<file path="src/rtl/tick_timer_sched.sv">
// Multi-channel tick-based timeout scheduler: prescaled tick, round-robin
// load arbiter and a one-channel-per-cycle sweep with a shared decrementer.
module tick_timer_sched #(
    parameter int NUM_CH   = 4,
    parameter int PRESCALE = 250000,
    parameter int CNT_W    = 16
) (
    input  logic                      clk,
    input  logic                      clk_reset,
    input  logic [NUM_CH-1:0]         req,
    input  logic [NUM_CH*CNT_W-1:0]   req_ticks,
    input  logic [NUM_CH-1:0]         cancel,
    output logic [NUM_CH-1:0]         grant,
    output logic [NUM_CH-1:0]         busy,
    output logic [NUM_CH-1:0]         done,
    output logic                      tick
);

    localparam int PW = $clog2(PRESCALE);
    localparam int IW = $clog2(NUM_CH);

    typedef enum logic {
        S_WAIT,
        S_SWEEP
    } state_t;

    state_t            state_q, state_d;
    logic [PW-1:0]     cnt_q, cnt_d;
    logic              tick_q, tick_d;
    logic [IW-1:0]     idx_q, idx_d;
    logic [IW-1:0]     rr_q, rr_d;
    logic [NUM_CH-1:0] busy_q, busy_d;
    logic [NUM_CH-1:0] done_q, done_d;
    logic [CNT_W-1:0]  rem_q [NUM_CH];
    logic [CNT_W-1:0]  rem_d [NUM_CH];

    logic [NUM_CH-1:0] elig;
    logic [NUM_CH-1:0] grant_c;
    logic              arb_en;
    logic              win_vld;
    logic [IW-1:0]     win_idx;
    logic [CNT_W-1:0]  win_ticks;

    always_comb begin
        cnt_d  = cnt_q + 1'b1;
        tick_d = 1'b0;
        if (cnt_q == PW'(PRESCALE - 1)) begin
            cnt_d  = '0;
            tick_d = 1'b1;
        end
    end

    // Loads are only accepted while idle between sweeps.
    assign arb_en = (state_q == S_WAIT) && !tick_q;
    assign elig   = req & ~busy_q & ~cancel;

    always_comb begin
        win_vld = 1'b0;
        win_idx = '0;
        grant_c = '0;
        if (arb_en) begin
            for (int k = 0; k < NUM_CH; k++) begin
                if (!win_vld && elig[(int'(rr_q) + k) % NUM_CH]) begin
                    win_vld = 1'b1;
                    win_idx = IW'((int'(rr_q) + k) % NUM_CH);
                end
            end
        end
        if (win_vld) begin
            grant_c[win_idx] = 1'b1;
        end
    end

    assign win_ticks = req_ticks[win_idx*CNT_W +: CNT_W];

    always_comb begin
        state_d = state_q;
        idx_d   = idx_q;
        rr_d    = rr_q;
        busy_d  = busy_q;
        done_d  = '0;
        rem_d   = rem_q;
        unique case (state_q)
            S_WAIT: begin
                if (tick_q) begin
                    state_d = S_SWEEP;
                    idx_d   = '0;
                end else if (win_vld) begin
                    rr_d = (win_idx == IW'(NUM_CH - 1)) ? '0 : win_idx + 1'b1;
                    rem_d[win_idx] = win_ticks;
                    if (win_ticks != '0) begin
                        busy_d[win_idx] = 1'b1;
                    end else begin
                        done_d[win_idx] = 1'b1;
                    end
                end
            end
            S_SWEEP: begin
                if (busy_q[idx_q] && !cancel[idx_q]) begin
                    rem_d[idx_q] = rem_q[idx_q] - 1'b1;
                    if (rem_q[idx_q] == CNT_W'(1)) begin
                        busy_d[idx_q] = 1'b0;
                        done_d[idx_q] = 1'b1;
                    end
                end
                if (idx_q == IW'(NUM_CH - 1)) begin
                    state_d = S_WAIT;
                    idx_d   = '0;
                end else begin
                    idx_d = idx_q + 1'b1;
                end
            end
            default: begin
                state_d = S_WAIT;
                idx_d   = '0;
            end
        endcase
        // Cancel overrides both loads and expiries.
        for (int i = 0; i < NUM_CH; i++) begin
            if (cancel[i]) begin
                busy_d[i] = 1'b0;
                rem_d[i]  = '0;
            end
        end
    end

    always_ff @(posedge clk or posedge clk_reset) begin
        if (clk_reset) begin
            state_q <= S_WAIT;
            cnt_q   <= '0;
            tick_q  <= 1'b0;
            idx_q   <= '0;
            rr_q    <= '0;
            busy_q  <= '0;
            done_q  <= '0;
            for (int i = 0; i < NUM_CH; i++) begin
                rem_q[i] <= '0;
            end
        end else begin
            state_q <= state_d;
            cnt_q   <= cnt_d;
            tick_q  <= tick_d;
            idx_q   <= idx_d;
            rr_q    <= rr_d;
            busy_q  <= busy_d;
            done_q  <= done_d;
            for (int i = 0; i < NUM_CH; i++) begin
                rem_q[i] <= rem_d[i];
            end
        end
    end

    assign grant = clk_reset ? '0 : grant_c;
    assign busy  = busy_q;
    assign done  = done_q;
    assign tick  = tick_q;

endmodule
</file>
<file path="config.mk">
export PLATFORM = sky130hd
export DESIGN_NAME = tick_timer_sched
export DESIGN_NICKNAME = d
export VERILOG_FILES = /design/src/rtl/tick_timer_sched.sv
export SDC_FILE = /design/constraint.sdc
export NUM_CORES = 1
export LEC_CHECK = 0
export ABC_CLOCK_PERIOD_IN_PS = 11000
export CAP_MARGIN = 20
export CORE_MARGIN = 2
export CORE_UTILIZATION = 47
export DETAILED_ROUTE_END_ITERATION = 16
export PLACE_DENSITY = 0.71
export SETUP_SLACK_MARGIN = 0.02
export SLEW_MARGIN = 5
export SYNTH_ARGS = -nofsm -noshare
export SYNTH_HDL_FRONTEND = slang
export SYNTH_SLANG_ARGS = --single-unit
</file>
<file path="constraint.sdc">
create_clock -name clk -period 11 [get_ports clk]
set_clock_uncertainty 0.1 [all_clocks]
set_input_delay 2.2 -clock clk [delete_from_list [all_inputs] [get_ports clk]]
set_output_delay 2.2 -clock clk [all_outputs]
set_load 0.02 [all_outputs]
</file>
[Word level (Yosys, flattened, before mapping)]
Cells that the tools add are included.
Widths: inputs -> output; s select.
Cells by class
  $add $sub $neg: 7
  magnitude comparators: 12
  eq/ne operators: 25
  shift-type cells: 1
  mux-type cells: 76
  bitwise operators: 14
  reductions and logical operators: 27
Operators with widths (count)
  $mux 64: 3
  $bwmux 64: 2
  $mux 16: 8
  $pmux 64 s2: 1
  $demux 16 s2: 2
  $shiftx 64x7->16: 1
  $mux 4: 12
  $ne 3x2->1 const B: 12
  $bmux 16 s2: 1
  $mux 1: 26
  $ne 3x3->1 const B: 8
  $reduce_and 5->1: 4
  $add 18x1->18 const B: 1
  $eq 18x18->1 const B: 1
  $mux 18: 1
  $eq 16x1->1 const B: 1
  $mux 2: 8
  $pmux 4 s2: 2
  $reduce_bool 16->1: 1
  $sub 16x1->16 const B: 1
  $reduce_and 3->1: 5
  $and 4x4->4: 3
  $bmux 1 s2: 6
  $lt 3x4->1 const B: 3
  19 further kinds: 49
Word-level totals
  flip-flop bits (word level): 96
  input port bits: 74
  output and inout port bits: 13

[Depth between registers and ports, before layout]
Gate-level depths: netlist of the first run.
  word-level depth: 29
  gate-level depth with buffers: 15
  mapped depth without buffers: 12

[Least setup slack after synthesis of the first run]
OpenSTA, ideal clock, no wires.
  path kind: input port to output port
  start point: input clk_reset
  end point: output grant[0]
  arrival time: 4.744 ns
  required time: 8.700 ns
  slack: 3.956 ns
  stages on the path: 2
  path buffers: 0
  cells stage by stage: inv_1 > and3_1
Between the ends
  cells in the longest elaborated chain, start to end: 1
Ends and longest elaborated chain
  start: declaration: line 9  | input logic clk_reset,
  $mux 4: line 153  | assign grant = clk_reset ? '0 : grant_c;
  end: declaration: line 13  | output logic [NUM_CH-1:0] grant,
No other way between the ends.

[Final worst setup path of the first run]
  start point: input cancel[0]
  end point: output grant[2]
Between the ends
  cells in the longest elaborated chain, start to end: 24
  elaborated cells between the ends (all ways): 39
  classes of those cells: order compare (2); mux (28); bitwise (2); reduce/logical (7)
Ends and longest elaborated chain
  start: declaration: line 12  | input logic [NUM_CH-1:0] cancel,
  $not 4->4 *: line 55  | assign elig = req & ~busy_q & ~cancel;
  $and 4x4->4 *: line 55
  $bmux 1 s2: line 63  | if (!win_vld && elig[(int'(rr_q) + k) % NUM_CH]) begin
  $mux 1 (not written as such): line 63
  $mux 1: line 63
  $mux 1: line 61  | if (arb_en) begin
  $logic_not 1->1: line 63
  $logic_and 1x1->1: line 63
  [... 8 more ...]
  $mux 2: line 63
  $mux 2: line 61
  $lt 2x3->1 (not written as such) / $ge 2x1->1 (equally long branches): line 70  | grant_c[win_idx] = 1'b1;
  $logic_and 1x1->1 (not written as such): line 70
  $mux 1 (not written as such): line 70
  $demux 1 s2: line 70
  $mux 4 *: line 69  | if (win_vld) begin
  $mux 4 *: line 153
Mark *: on every way between the ends. The rest lies on a longest branch, timed or not. The select of a mux whose other input is x is not followed.

==> flow_summary_export.csv, run 1 <==
group,metric,value,unit
sta,layout_setup_ws,3.22,ns
layout,final_util,0.580,
sta,relSlewSlack,0.338,
placement,dp.cells,837,
setup_path,critPathRequiredTime,8.70,ns
clock_network,cts-htree-levels,3,
layout,area_growth,21.9,%
placement,post-place-ws,3.19,ns
route,vias,5135,
yosys,yosysWarnings,0,
yosys,syn_nets,692,
clock_network,cts_resized,0,
setup_path,crit_slowest_cell,"nor3_4",
run_status,outcome,"finished, final reports clean",
setup_path,crit_family,"simple AND/OR/NAND/NOR gates",
floorplan,num_rows,41,
sta,slew_violations,0,
placement,post_dp_cell_area,0.00694,mm2
layout,stdcell_area,0.00726,mm2
setup_path,crit_buf_inv,3,
power,ir_drop,0.112,mV
route,first_iter_violations,305,
setup_path,worst-path-max-fanout,20,
setup_path,reg2reg_depth,9,
hold_path,hold-path-endpoint,"rem_q[0]$_DFFE_PP0P_",
route,via_per_inst,6.01,
yosys,yosysMostFrequentCell,"dfrtp_1",
setup_path,start_kind,"primary input",
setup_path,regToRegStartpoint,"busy[1]$_DFFE_PP0P_",
hold_path,hp-class,"flip-flop to flip-flop",
floorplan,initial_core_util,0.476,
yosys,yosys.area.top_type,"dfrtp_1",
floorplan,core-area,0.0125,mm2
yosys,syn_area,0.00596,mm2
layout,seq_area,0.00240,mm2
yosys,seq_area_frac_synth,0.403,
yosys,synth-main-ff-cell,"dfrtp_1",
yosys,synth-seq-cells,96,
clock_network,clk_pin_slew,0.06,ns
power,p_leak,3.01,nW
sta,max_freq,0.128,GHz
yosys,ys_types,53,
setup_path,critical_path_class,"primary input to primary output",
sta,post-route-period-util,0.708,
setup_path,r2r_slack,7.01,ns
hold_path,worstHoldPathCells,2,
yosys,synthTopCellsByArea,"dfrtp_1 40%, o22a_1 8.2%, mux4_2 6.4%",
global_route,grt.busiest_layer,"met2",
yosys,synth_top_area_frac,0.403,
clock_network,clock_latency,0.35,ns
layout,drive_gt1_frac,0.107,
setup_path,cp_cell_sequence,"clkdlybuf4s50_1 > nor3b_4 > nor2_2 > o311a_1 > nor3_4 > inv_1 > ha_1 > and3_1 > clkdlybuf4s50_1",
clock_network,cts_setup_buffers,0,
route,routed_wl,16400,um
clock_network,clockRootBuffer,"clkbuf_16",
setup_path,cpMostUsedCell,"clkdlybuf4s50_1",
hold_path,hp-start,"rem_q[0]$_DFFE_PP0P_",
clock_network,hold_buffers,0,
power,p_per_area,221,mW/mm2
sta,setup_violations,0,
sta,finalHoldViolations,0,
sta,finalSetupTns,0,ns
global_route,grt_max_degree,73,
clock_network,numCtsBuffers,9,
floorplan,die_w,117,um
yosys,async_flop_share,1.00,
setup_path,arrival,5.48,ns
layout,fill_cells,1132,
setup_path,crit_path_end_kind,"primary output",
placement,hpwlAfterDp,11200,um
clock_network,cts_buffer_depth,2,
route,drc,0,
global_route,grt_pass1_vias,5199,
route,routedWlPerCell,19.2,um
clock_network,cts_tree,"done",
route,drtPass1Iterations,5,
layout,diodes,0,
flow_run,maxCapViolations,0,
layout,nNetsFinal,763,
setup_path,worstReg2RegEnd,"done[2]$_DFF_PP0_",
yosys,synth_edf_count,0,
yosys,ys_top_cells_by_count,"96 x dfrtp_1, 95 x nand2_1, 66 x o21ai_0, 56 x o22a_1, 39 x nor2_1",
placement,gp_congestion,0.856,
layout,multiInputGateArea,0.00336,mm2
global_route,gr-usage-met3,0.0389,
floorplan,ioPinCount,87,
global_route,grtUsageMet2,0.412,
sta,final.min_clock_period,7.78,ns
placement,io_buffers,86,
global_route,track_usage,0.250,
global_route,grt_pass1_wl,25900,um
sta,tightest_slew,0.990,ns
clock_network,numClockSinks,96,
sta,grt_setup_unrepaired,"false",
floorplan,die_y,117,um
setup_path,slowest_delay,0.81,ns
yosys,avgSynthCellArea,9.82,um2
layout,fin_cells,855,
floorplan,dieArea,0.0136,mm2
yosys,syn_inst,607,
route,drt.antenna.violating_nets,0,
global_route,grt-ovfl-total,0,
global_route,grt_util_met1,0.325,
global_route,antenna_found_initial,0,
## state kept, by name (all words and copies together), names as in the netlist
signal / flops
rem_q: 64
cnt_q: 18
busy: 4
done: 4
idx_q: 2
rr_q: 2
state_q: 1
tick: 1
## how the worst max path moves through the flow
stage,from,end,cells after the start
2_1_floorplan,clk_reset,grant[0],2
3_3_place_gp,cancel[0],grant[1],8
3_5_place_dp,cancel[0],grant[2],9
4_1_cts,cancel[0],grant[2],9
5_1_grt,cancel[0],grant[2],9
6_report,cancel[0],grant[2],9
## worst reg2reg max path: stages (launching register included)
cell,delay (ns)
dfrtp_1,0.42
or3b_1,0.46
and3_1,0.24
o311ai_4,0.72
buf_4,0.48
mux2i_1,0.23
mux2i_1,0.19
nand4b_4,0.28
nor4_4,0.56
a31o_1,0.24
## placed cells by master, fill, tap and decap left out, drive strengths merged, types with 11 or more instances in the layout
cell type      count
clkbuf            12
nand2             95
a21oi             15
mux4              17
dfrtp             96
xnor2             15
mux2              15
o22a              56
mux2i             33
nand3             12
nor2              40
xor2              14
o21ai             68
clkdlybuf4s50     86
ha                11
## report_power, final
part	switching, mW	total (mW)	internal, mW
combinational	0.488	0.815	0.327
clock	0.135	0.324	0.189
sequential	0.0437	0.463	0.420
total	0.667	1.60	0.935
## through the flow
step | power [mW] | hold slack [ns]
after floorplan | 1.06 | 0.345
after global placement | 1.24 | 0.357
after detailed placement | 1.27 | 0.366
after CTS | 1.60 | 0.380
after global routing | 1.70 | 0.401
final | 1.60 | 0.382
## layer usage
| metal | up-vias | wire length (um) |
|---|---|---|
| met4 | 0 | 437 |
| met2 | 234 | 7810 |
| met5 | - | 0 |
| met3 | 34 | 1340 |
| li1 | 2351 | - |
| met1 | 2516 | 6810 |
## cell type report
cell class | count | share of cell area
repair buffers | 96 | 0.128
clock inverters | 4 | 0.00724
multi-input cells | 464 | 0.463
well taps | 172 | 0.0296
inverters | 11 | 0.00586
flip-flops and latches | 96 | 0.331
clock buffers | 12 | 0.0353
## cells by family after synthesis
group,synth area share
multiplexers,0.148
XOR/XNOR,0.0426
flip-flops,0.403
adder cells (fa/ha/maj),0.0231
AND/OR/NAND/NOR,0.174
AO/OA/AOI/OAI,0.174
buffers and inverters,0.0357
No activity file was read; power rests on OpenSTA's default activity.
==> inputs of run 2 (changes only) <==
--- a/config.mk
+++ b/config.mk
@@ -5,7 +5,7 @@
 export SDC_FILE = /design/constraint.sdc
 export NUM_CORES = 1
 export LEC_CHECK = 0
-export ABC_CLOCK_PERIOD_IN_PS = 11000
+export ABC_CLOCK_PERIOD_IN_PS = 7800
 export CAP_MARGIN = 20
 export CORE_MARGIN = 2
 export CORE_UTILIZATION = 47
==> constraint.sdc (replaced) <==
create_clock -name clk -period 7.8 [get_ports clk]
set_clock_uncertainty 0.1 [all_clocks]
set_input_delay 1.56 -clock clk [delete_from_list [all_inputs] [get_ports clk]]
set_output_delay 1.56 -clock clk [all_outputs]
set_load 0.02 [all_outputs]
==> run 2 against run 1 <==
Against the previous run: clock-buffer cell count did not move; final area rose by 0.53%; flip-flop and latch count did not move; hold slack got worse by 0.0014 ns; cell count rose by 0.12%; total power rose by 42%; first-iteration DRC count rose by 30%; clock power rose by 44%; sequential share of layout area fell by 0.18 points; wire length rose by 0.20%; via count fell by 0.62%; critical endpoint is now grant[3]; critical path depth did not move.
==> flow_summary_export.csv, run 2 (same netlist as run 1, synthesis figures left out) <==
group,metric,value,unit
placement,hpwlAfterDp,11100,um
power,ir_drop,0.117,mV
layout,fin_cells,856,
clock_network,clock_latency,0.35,ns
route,drt.antenna.violating_nets,0,
setup_path,arrival,4.66,ns
floorplan,num_rows,41,
setup_path,worst-path-max-fanout,12,
sta,grt_setup_unrepaired,"false",
global_route,antenna_found_initial,0,
global_route,track_usage,0.255,
clock_network,numCtsBuffers,9,
clock_network,cts_resized,0,
floorplan,ioPinCount,87,
flow_run,maxCapViolations,0,
layout,area_growth,22.5,%
power,p_leak,3.03,nW
route,drc,0,
layout,fill_cells,1077,
placement,dp.cells,838,
setup_path,crit_slowest_cell,"o311ai_4",
run_status,outcome,"finished, final reports clean",
setup_path,cp_cell_sequence,"clkdlybuf4s50_1 > nor3b_4 > nand2b_1 > a221oi_1 > o311ai_4 > inv_1 > ha_1 > and3_1 > clkdlybuf4s50_1",
sta,final.min_clock_period,6.32,ns
placement,io_buffers,86,
sta,finalHoldViolations,0,
power,p_per_area,311,mW/mm2
placement,gp_congestion,0.882,
setup_path,crit_buf_inv,3,
clock_network,cts_setup_buffers,0,
floorplan,initial_core_util,0.476,
global_route,grt_max_degree,76,
floorplan,die_w,117,um
layout,final_cell_mix,"96 x dfrtp_1, 95 x nand2_1, 86 x clkdlybuf4s50_1",
floorplan,dieArea,0.0136,mm2
clock_network,cts-htree-levels,3,
global_route,grt-ovfl-total,0,
setup_path,crit_family,"buffers and inverters",
sta,hold_slack,0.381,ns
floorplan,die_y,117,um
setup_path,critPathRequiredTime,6.14,ns
route,via_per_inst,5.96,
sta,tightest_slew,1.01,ns
power,power.total,2.27,mW
route,top_layer,"met4",
clock_network,cts_buffer_depth,2,
route,met3WireLength,1420,um
sta,slew_violations,0,
route,routed-wl-met2,7770,um
sta,max_freq,0.158,GHz
floorplan,core-area,0.0125,mm2
sta,relSlewSlack,0.327,
setup_path,cpMostUsedCell,"clkdlybuf4s50_1",
clock_network,clk_pin_slew,0.07,ns
layout,drive_gt1_frac,0.110,
layout,top_register,"rem_q",
layout,stdcell_area,0.00730,mm2
layout,nNetsFinal,764,
layout,layout_commonest_cell,"dfrtp_1",
setup_path,start_kind,"primary input",
route,routed_wl,16400,um
setup_path,critical_path_class,"primary input to primary output",
route,vias,5103,
sta,setup_violations,0,
layout,top_regs,"rem_q x64, cnt_q x18",
hold_path,hp-class,"flip-flop to flip-flop",
clock_network,cts_tree,"done",
route,first_iter_violations,398,
clock_network,hold_buffers,0,
route,drt-met1-wl,6780,um
clock_network,numClockSinks,96,
route,routedWlPerCell,19.2,um
setup_path,crit_path_end_kind,"primary output",
setup_path,slowest_delay,0.80,ns
sta,finalSetupTns,0,ns
layout,diodes,0,
global_route,grt_pass1_wl,26300,um
placement,post_dp_cell_area,0.00695,mm2
sta,post-route-period-util,0.810,
route,drtPass1Iterations,5,
layout,largest_reg_flops,64,
global_route,grt_pass1_vias,5299,
clock_network,clockRootBuffer,"clkbuf_16",
[run 2: layout make-up]
cell class              count  area (um2)  area share
multi-input cells         464        3360       0.460
flip-flops and latches     96        2400       0.329
repair buffers             97         961       0.132
clock buffers              12         267      0.0365
well taps                 172         215      0.0295
clock inverters             4        51.3     0.00703
inverters                  11        42.5     0.00583
[run 2: where the power goes]
part | total, mW | switching (mW) | internal (mW)
Sequential | 0.653 | 0.0607 | 0.592
Clock | 0.467 | 0.192 | 0.275
Combinational | 1.15 | 0.690 | 0.465
[run 2: worst register-to-register path: stages (launching register included)]
cell and delay (ns):
dfrtp_1 0.44, nor3b_4 0.33, nand2b_1 0.18, a221oi_1 0.12, o311ai_4 0.80, buf_4 0.49, mux2i_1 0.27, mux2_2 0.26
nand4_2 0.14, nor4_4 0.58, o32ai_1 0.17
[run 2: routing by layer]
| metal | vias to the layer above | global-route usage |
|---|---|---|
| met5 | - | 0 |
| met4 | 0 | 0.134 |
| met3 | 39 | 0.0446 |
| met2 | 264 | 0.416 |
| met1 | 2453 | 0.326 |
| li1 | 2347 | - |
[run 2: stage by stage]
step,util,setup slack [ns]
CTS,0.581,1.49
global route,0.583,1.28
global placement,0.555,1.61
floorplan,-,2.04
finish,0.583,1.48
detailed placement,0.555,1.49
[run 2: path summary, 6_finish.rpt]
path	from	to	slack (ns)	depth (start not counted)
hold reg to reg	rem_q[19]$_DFFE_PP0P_	rem_q[19]$_DFFE_PP0P_	0.38	2
setup / recovery	cancel[0]	grant[3]	1.48	9
setup reg to reg	busy[0]$_DFFE_PP0P_	busy[2]$_DFFE_PP0P_	3.78	10
min in group asynchronous	clk_reset	rem_q[48]$_DFFE_PP0P_	1.42	2
hold / removal	rem_q[19]$_DFFE_PP0P_	rem_q[19]$_DFFE_PP0P_	0.38	2
max in group asynchronous	clk_reset	cnt_q[9]$_DFF_PP0_	4.91	3
